## config.mk

```make
export PLATFORM = sky130hd
export DESIGN_NAME = ahb_master_mux_md
export DESIGN_NICKNAME = d
export VERILOG_FILES = /design/src/rtl/ahb_pkg.sv /design/src/rtl/ahb_ctrl_mux.sv /design/src/rtl/ahb_master_mux_md.sv
export SDC_FILE = /design/constraint.sdc
export NUM_CORES = 1
export LEC_CHECK = 0
export ABC_CLOCK_PERIOD_IN_PS = 1600
export CORE_AREA = 2 2 137 139
export DETAILED_ROUTE_END_ITERATION = 10
export DIE_AREA = 0 0 139 141
export PLACE_DENSITY = 0.44
export SLEW_MARGIN = 5
export SYNTH_ARGS = -nofsm -noshare
export SYNTH_HDL_FRONTEND = slang
export SYNTH_SLANG_ARGS = --single-unit
```

## constraint.sdc

```tcl
create_clock -name HCLK -period 1.6 [get_ports HCLK]
set_input_delay 0.32 -clock HCLK [delete_from_list [all_inputs] [get_ports HCLK]]
set_output_delay 0.32 -clock HCLK [all_outputs]
set_load 0.02 [all_outputs]
```

## src/rtl/ahb_pkg.sv

```systemverilog
// Shared AHB encodings and payload types for the two-master AHB mux.
package ahb_pkg;

  localparam int unsigned ADDR_W = 32;
  localparam int unsigned DATA_W = 32;

  // HTRANS encodings
  typedef enum logic [1:0] {
    HTRANS_IDLE   = 2'b00,
    HTRANS_BUSY   = 2'b01,
    HTRANS_NONSEQ = 2'b10,
    HTRANS_SEQ    = 2'b11
  } htrans_e;

  // HMSEL grant codes from the master arbiter
  localparam logic [1:0] HMSEL_NONE = 2'b00;
  localparam logic [1:0] HMSEL_M1   = 2'b01;
  localparam logic [1:0] HMSEL_M0   = 2'b10;

  // Address-phase grant, encoded like HMSEL
  typedef enum logic [1:0] {
    AG_NONE = 2'b00,
    AG_M1   = 2'b01,
    AG_M0   = 2'b10
  } agrant_e;

  // Data-phase owner
  typedef enum logic [1:0] {
    DP_NONE = 2'b00,
    DP_M0   = 2'b01,
    DP_M1   = 2'b10
  } dphase_e;

  // Address/control payload routed from the granted master
  typedef struct packed {
    logic [ADDR_W-1:0] haddr;
    logic              hwrite;
    logic [2:0]        hsize;
    logic [2:0]        hburst;
    logic [3:0]        hprot;
    logic [3:0]        hmaster;
  } ahb_ctrl_t;

  localparam int unsigned CTRL_W = $bits(ahb_ctrl_t);

  // 11 is invalid and resolves to M0 (M0 has priority)
  function automatic agrant_e decode_hmsel(input logic [1:0] hmsel);
    agrant_e g;
    case (hmsel)
      HMSEL_M1:   g = AG_M1;
      HMSEL_NONE: g = AG_NONE;
      default:    g = AG_M0;
    endcase
    return g;
  endfunction

  // NONSEQ or SEQ
  function automatic logic trans_active(input logic [1:0] htrans);
    return htrans[1];
  endfunction

endpackage

```

## src/rtl/ahb_ctrl_mux.sv

```systemverilog
// Two-input one-hot select mux; drives zero when neither side is selected.
module ahb_ctrl_mux #(
  parameter int unsigned W = 32
) (
  input  logic         sel0_i,
  input  logic         sel1_i,
  input  logic [W-1:0] d0_i,
  input  logic [W-1:0] d1_i,
  output logic [W-1:0] q_o
);

  // Priority to input 0; selects are mutually exclusive in practice
  always_comb begin
    q_o = '0;
    if (sel0_i)      q_o = d0_i;
    else if (sel1_i) q_o = d1_i;
  end

endmodule

```

## src/rtl/ahb_master_mux_md.sv

```systemverilog
// Two-master AHB-Lite master mux: address/control follow the address-phase
// grant, write data and responses follow the data-phase owner.
module ahb_master_mux_md
  import ahb_pkg::*;
(
  input  logic              HCLK,
  input  logic              HRESET,
  input  logic [1:0]        HMSEL,
  // master 0
  input  logic              HSELM0,
  input  logic [ADDR_W-1:0] HADDRM0,
  input  logic [1:0]        HTRANSM0,
  input  logic              HWRITEM0,
  input  logic [2:0]        HSIZEM0,
  input  logic [2:0]        HBURSTM0,
  input  logic [3:0]        HPROTM0,
  input  logic [DATA_W-1:0] HWDATAM0,
  input  logic [3:0]        HMASTER0,
  output logic              HREADYM0,
  output logic              HRESPM0,
  output logic [DATA_W-1:0] HRDATAM0,
  // master 1
  input  logic              HSELM1,
  input  logic [ADDR_W-1:0] HADDRM1,
  input  logic [1:0]        HTRANSM1,
  input  logic              HWRITEM1,
  input  logic [2:0]        HSIZEM1,
  input  logic [2:0]        HBURSTM1,
  input  logic [3:0]        HPROTM1,
  input  logic [DATA_W-1:0] HWDATAM1,
  input  logic [3:0]        HMASTER1,
  output logic              HREADYM1,
  output logic              HRESPM1,
  output logic [DATA_W-1:0] HRDATAM1,
  // slave side
  output logic [ADDR_W-1:0] HADDR_S,
  output logic [1:0]        HTRANS_S,
  output logic              HWRITE_S,
  output logic [2:0]        HSIZE_S,
  output logic [2:0]        HBURST_S,
  output logic [3:0]        HPROT_S,
  output logic [DATA_W-1:0] HWDATA_S,
  output logic [3:0]        HMASTER_S,
  input  logic [DATA_W-1:0] HRDATA_S,
  input  logic              HREADYOUT_S,
  input  logic              HRESP_S
);

  agrant_e   agrant_q, agrant_d;
  dphase_e   dphase_q, dphase_d;
  ahb_ctrl_t ctrl_m0, ctrl_m1, ctrl_s;
  logic      req_m0, req_m1;

  assign ctrl_m0 = {HADDRM0, HWRITEM0, HSIZEM0, HBURSTM0, HPROTM0, HMASTER0};
  assign ctrl_m1 = {HADDRM1, HWRITEM1, HSIZEM1, HBURSTM1, HPROTM1, HMASTER1};
  assign req_m0  = HSELM0 & trans_active(HTRANSM0);
  assign req_m1  = HSELM1 & trans_active(HTRANSM1);

  // Address/control mux steered by the address-phase grant
  ahb_ctrl_mux #(.W(CTRL_W)) u_addr_mux (
    .sel0_i (agrant_q == AG_M0),
    .sel1_i (agrant_q == AG_M1),
    .d0_i   (ctrl_m0),
    .d1_i   (ctrl_m1),
    .q_o    (ctrl_s)
  );

  // Write-data mux steered by the data-phase owner
  ahb_ctrl_mux #(.W(DATA_W)) u_wdata_mux (
    .sel0_i (dphase_q == DP_M0),
    .sel1_i (dphase_q == DP_M1),
    .d0_i   (HWDATAM0),
    .d1_i   (HWDATAM1),
    .q_o    (HWDATA_S)
  );

  assign HADDR_S   = ctrl_s.haddr;
  assign HWRITE_S  = ctrl_s.hwrite;
  assign HSIZE_S   = ctrl_s.hsize;
  assign HBURST_S  = ctrl_s.hburst;
  assign HPROT_S   = ctrl_s.hprot;
  assign HMASTER_S = ctrl_s.hmaster;
  assign HRDATAM0  = HRDATA_S;
  assign HRDATAM1  = HRDATA_S;

  // Slave HTRANS: only a granted, selected master reaches the bus; forced idle in reset
  always_comb begin
    HTRANS_S = HTRANS_IDLE;
    if (!HRESET) begin
      if (agrant_q == AG_M0 && HSELM0)      HTRANS_S = HTRANSM0;
      else if (agrant_q == AG_M1 && HSELM1) HTRANS_S = HTRANSM1;
    end
  end

  // Grant and data-phase state registers
  always_ff @(posedge HCLK or posedge HRESET) begin
    if (HRESET) begin
      agrant_q <= AG_M0;
      dphase_q <= DP_NONE;
    end else begin
      agrant_q <= agrant_d;
      dphase_q <= dphase_d;
    end
  end

  // Next-state: both registers advance only when the slave is ready
  always_comb begin
    agrant_d = agrant_q;
    dphase_d = dphase_q;
    if (HREADYOUT_S) begin
      agrant_d = decode_hmsel(HMSEL);
      dphase_d = DP_NONE;
      if (trans_active(HTRANS_S)) begin
        if (agrant_q == AG_M0)      dphase_d = DP_M0;
        else if (agrant_q == AG_M1) dphase_d = DP_M1;
      end
    end
  end

  // Per-master response: owner sees the slave, blocked requesters stall, idle masters see ready
  always_comb begin
    HREADYM0 = 1'b1;
    HRESPM0  = 1'b0;
    HREADYM1 = 1'b1;
    HRESPM1  = 1'b0;
    if (!HRESET) begin
      if (dphase_q == DP_M0 || (agrant_q == AG_M0 && dphase_q == DP_NONE)) begin
        HREADYM0 = HREADYOUT_S;
        HRESPM0  = HRESP_S;
      end else if (req_m0) begin
        HREADYM0 = (agrant_q == AG_M0) ? HREADYOUT_S : 1'b0;
      end
      if (dphase_q == DP_M1 || (agrant_q == AG_M1 && dphase_q == DP_NONE)) begin
        HREADYM1 = HREADYOUT_S;
        HRESPM1  = HRESP_S;
      end else if (req_m1) begin
        HREADYM1 = (agrant_q == AG_M1) ? HREADYOUT_S : 1'b0;
      end
    end
  end

endmodule
```

Word level (Yosys, flattened, before mapping):

Cells that the tools add are included.

* logic and storage cells: 40
* bits of input ports: 202
* register bits after elaboration: 4

* reduce and logical (&&, ||, !) cells: 8
* bitwise operators: 2
* eq/ne operators: 5
* mux-type cells: 23

Operators by type and width (count)
* $mux W47: 2
* $mux W32: 2
* $mux W1: 12
* $mux W2: 6
* $eq A2 B1 Y1 const B: 3
* $eq A2 B2 Y1 const B: 2
* $logic_and A1 B1 Y1: 4
* $logic_not A2 Y1: 2
* $pmux W2 S2: 1
* $and A1 B1 Y1: 2
* $logic_or A1 B1 Y1: 2

Depth between registers and ports, before layout:

* depth in word-level cells: 6
* depth in mapped cells: 5
* gate-level depth less buffers: 3

Cells and area by module:

From an unflattened synthesis, not the netlist that was laid out.

* cell total of the unflattened synthesis: 206
* area total of the unflattened synthesis: 1632.8 um^2

Modules (own cells, without submodules)
* ahb_master_mux_md: times used 1, cells each 100, area each 760.7 um^2
* ahb_ctrl_mux at u_addr_mux: times used 1, cells each 62, area each 510.5 um^2
* ahb_ctrl_mux at u_wdata_mux: times used 1, cells each 44, area each 361.6 um^2

Least setup slack after synthesis:

No wires, ideal clock.

* path kind: register -> output
* from: register agrant_q[1]
* to: output HTRANS_S[1]
* setup slack: -0.055 ns
* cell stages (with the launch flop): 6
* data arrival time: 1.335 ns
* required time: 1.280 ns
* path through: dfstp_2 > nor2b_1 > buf_2 > buf_6 > nand3_2 > a21oi_1

* word-level cells in the longest chain between the ends: 5
* elaborated cells between the ends (all ways): 7

Ends and longest elaborated chain
* start: declaration: line ahb_master_mux_md.sv:49 `agrant_e agrant_q, agrant_d;`
* start signal: assignment: line ahb_master_mux_md.sv:101 `agrant_q <= agrant_d;`
* $eq A2 B1 Y1: line ahb_master_mux_md.sv:91 `else if (agrant_q == AG_M1 && HSELM1) HTRANS_S = HTRANSM1;`
* $logic_and A1 B1 Y1: line ahb_master_mux_md.sv:91
* $mux W2: line ahb_master_mux_md.sv:91
* $mux W2 (*): line ahb_master_mux_md.sv:90 `if (agrant_q == AG_M0 && HSELM0) HTRANS_S = HTRANSM0;`
* $mux W2 (*): line ahb_master_mux_md.sv:89 `if (!HRESET) begin`
* end: declaration: line ahb_master_mux_md.sv:37 `output logic [1:0] HTRANS_S,`

Every way passes the cells marked *; elsewhere a longest branch is shown, timed or not.

Worst setup path after layout:

* from: register agrant_q[1]
* to: output HREADYM1

* word-level cells in the longest chain between the ends: 5
* elaborated cells between the ends (all ways): 7

Ends and longest elaborated chain
* $eq A2 B1 Y1 (*): line ahb_master_mux_md.sv:133, ahb_master_mux_md.sv:137
* $mux W1 or $logic_and A1 B1 Y1 (tied branches): line ahb_master_mux_md.sv:137, ahb_master_mux_md.sv:133
* $mux W1 or $logic_or A1 B1 Y1 (tied branches): line ahb_master_mux_md.sv:136, ahb_master_mux_md.sv:133
* $mux W1 (*): line ahb_master_mux_md.sv:133 `if (dphase_q == DP_M1 || (agrant_q == AG_M1 && dphase_q == DP_NONE)) begin`
* $mux W1 (*): line ahb_master_mux_md.sv:126 `if (!HRESET) begin`
* end: declaration: line ahb_master_mux_md.sv:32 `output logic HREADYM1,`

Marked as above.

==> summary.txt <==
Status
  • Status: complete, but fails checks
  • Failing checks: negative setup slack

Logic synthesis
  • Synth warnings: 0
  • Yosys cell types: 21
  • Synthesized-area fraction occupied by adder cells: 0%
  • Synthesized instance count: 198
  • Multiplexer share of the synthesized area: 0.7188%
  • Post-Synth Simple-Gate Area: 5.192%
  • Syn avg cell area: 7.912 µm²
  • Post-Syn Area: 0.001567 mm²
  • Syn Nets: 400
  • Sequential element share of the synthesized area: 6.470%
  • Synth Area in Compound Gates: 49.12%
  • Synth Area in XOR/XNOR: 0%
  • Main combinational cell family by area after synthesis: compound AO/OA/AOI/OAI gates
  • Flop and latch count out of synthesis: 4

Floorplan
  • Rows: 50
  • Die Span X: 139 µm
  • Core area: 0.01827 mm²
  • Die area: 0.01960 mm²
  • Die span in y: 141 µm
  • Starting Density: 8.575%
  • # IOs: 351

Critical path
  • CP Launch Type: flop
  • Crit. End Element: primary output
  • FF-to-FF setup slack: 0.10 ns
  • Worst path slowest cell: dfstp_2
  • CP max stage delay: 0.52 ns
  • Crit path kind: reg -> out
  • Data required, critical path: 1.28 ns
  • CP Max Fanout: 4
  • WP data arrival: 1.53 ns
  • Critical-path cell list: buf_4 > nor2b_2 > o21a_1 > a211o_1 > buf_6

STA
  • Final WS setup: -0.2467 ns
  • Hold Fails Final Rpt: 0
  • Period minus WS final: 1.847 ns
  • Tcrit/Tclk final: 115.4%
  • Least-Margin Pin Slew: 0.3268 ns
  • RSZ-0062 raised after global routing: true
  • F_max: 541.5 MHz
  • Final hold slack: 0.4086 ns
  • Setup violators final: 85
  • Clock Skews: 0.005699 ns
  • Max-Slew Margin vs Limit: 78.17%
  • Max-slew violation count: 0

Clock network
  • CTS clk-pin slew, worst paths: 0.03 ns
  • TritonCTS Buffers: 3
  • Clk root buf: clkbuf_16
  • CTS tree: yes
  • Hold-fix buffers, CTS: 0
  • Skew-Pair Late Insertion Delay: 0.23 ns
  • Clock buffer depth: 2
  • Clk sink count: 4
  • # H-tree levels: 1

Power and ir drop
  • Clk network pwr share: 20.9%
  • Combinational power share: 73.1%
  • Seq pwr share: 6.0%
  • Internal: 1.292 mW
  • LEAKAGE: 1.867 nW
  • Worst vdd rail ir drop: 0.2149 mV
  • NetSw: 644.2 µW
  • Sw frac: 33.26%
  • Pwr per Cell Area: 435.6 mW/mm²

Global route
  • Grt ovf: 0
  • GR Util All Layers: 9.019%
  • Initial antenna violation count: 0
  • Vias in the first global route: 2397
  • Largest net degree at the start of global routing: 33
  • First-pass GRT wire length: 14120 µm

Cells and area
  • Fillers: 1930
  • Non-filler cells in the finished layout: 638
  • Number of diodes: 0
  • Post-route cell area: 0.004446 mm²
  • Nets: 607
  • Layout area overhead: 183.8%
  • Final Util: 24.34%
  • Layout cells sized above 1: 33.66%

Placement
  • GPL Wtd Cong: 0.9550
  • I/O Buffers: 254
  • Placed insts: 619
  • Post-DP HPWL: 8091 µm
  • Post-place instance area: 0.004015 mm²

Route
  • Routed WL: 10810 µm
  • Wire length per cell: 16.95 µm
  • Drt drc: 0
  • Pre-antenna DRT Iters: 4
  • Initial DRC count: 81
  • Detail-routed via count per cell: 3.685
  • Routed Antenna Nets: 0
  • DR vias: 2351

Hold path
  • Hold Path Class: in -> async

Flow run
  • MaxCap Viol Count: 0
-- critical path, delay by kind of cell, from the launching register on --
| kind | cells | cell delay [ns] |
|---|---|---|
| flip-flops | 1 | 0.52 |
| AND/OR/NAND/NOR | 1 | 0.06 |
| buffers and inverters | 2 | 0.26 |
| AO/OA/AOI/OAI | 2 | 0.45 |
-- final cells by class --
| cell class | instances | area (µm²) | share of cell area [%] |
|---|---|---|---|
| Clock buffer | 4 | 78.83 | 1.773 |
| Inverter | 3 | 11.26 | 0.2533 |
| Multi-Input combinational cell | 108 | 967.2 | 21.76 |
| Sequential cell | 4 | 102.6 | 2.308 |
| Tap cell | 234 | 292.8 | 6.586 |
| Timing Repair Buffer | 285 | 2993 | 67.32 |
-- metal layers --
metal	up-vias	global-route usage, %	part of all wire, %
met5	-	0	0
met4	0	1.116	0.52
met3	5	3.023	9.1
met2	155	18.05	53
met1	1086	9.285	37
li1	1105	-	-
-- Yosys cell counts --
cell type	number	area share (%)
o22ai_1	1	0.40
nand3_2	1	0.64
dfrtp_1	3	4.8
nor2_1	2	0.48
buf_4	66	32
nor2b_1	4	1.6
a21oi_1	2	0.64
o21bai_1	1	0.48
nand2_1	5	1.2
mux2_2	1	0.72
a22o_1	79	44
a211o_1	2	1.1
o21ai_0	1	0.32
o31ai_1	1	0.48
inv_1	3	0.72
dfstp_2	1	1.7
o2bb2ai_1	1	0.56
buf_6	1	0.72
nand3_1	4	1.3
o21a_1	2	0.96
buf_2	17	5.4
-- flip-flops by register name, summed over array words and instances (netlist names) --
signal    cells
dphase_q      2
agrant_q      2
-- stage by stage --
| stage | TNS (ns) | power [mW] | worst slack, ns |
|---|---|---|---|
| 4_1_cts | -15.86 | 1.853 | -0.2661 |
| 6_report | -16.38 | 1.937 | -0.2467 |
| 3_5_place_dp | -37.44 | 1.411 | -0.5316 |
| 3_3_place_gp | -34.97 | 1.408 | -0.5318 |
| 2_1_floorplan | 0 | 0.8160 | 0.01287 |
| 5_1_grt | -21.05 | 2.020 | -0.3054 |
-- cell usage in the layout, fill, tap and decap left out, types with 2 or more instances in the layout --
master / count
clkdlybuf4s50_1: 169
a22o_1: 75
buf_6: 72
buf_4: 33
clkbuf_16: 7
nand2_1: 5
buf_12: 5
nor2b_4: 4
nand3_1: 4
a22o_4: 4
inv_1: 3
a21oi_2: 2
nor2_1: 2
o21a_1: 2
a211o_1: 2
dfrtp_1: 2
-- power by group through the flow --
stage	Clock (mW)	Combinational, mW	Sequential (mW)
2_1_floorplan	0	0.702	0.114
3_3_place_gp	0	1.29	0.115
3_5_place_dp	0	1.30	0.116
4_1_cts	0.410	1.33	0.116
5_1_grt	0.418	1.49	0.117
6_report	0.405	1.42	0.116
-- logic make-up after synthesis --
group | Yosys count
buffers and inverters | 87
DFF | 4
and+or+nand+nor | 16
AOI/OAI and AO/OA | 90
muxes | 1
-- worst paths after layout --
kind                       cells after the start           to   startpoint
max                                            5     HREADYM1  agrant_q[1]
min                                            3  dphase_q[0]       HRESET
max reg2reg                                    7  dphase_q[0]  agrant_q[1]
min reg2reg                                    1  agrant_q[0]  agrant_q[0]
max in group asynchronous                      3  agrant_q[1]       HRESET
min in group HCLK                              1  agrant_q[0]  agrant_q[0]
-- repair_timing --
| action | CTS | global route |
|---|---|---|
| pin swaps | 12 | 19 |
| endpoints found under the setup margin | 85 | 85 |
| setup buffers | 3 | 4 |
| gates cloned | 2 | 6 |
| gates resized for setup | 450 | 61 |
Power figures use the tool's default switching activity.
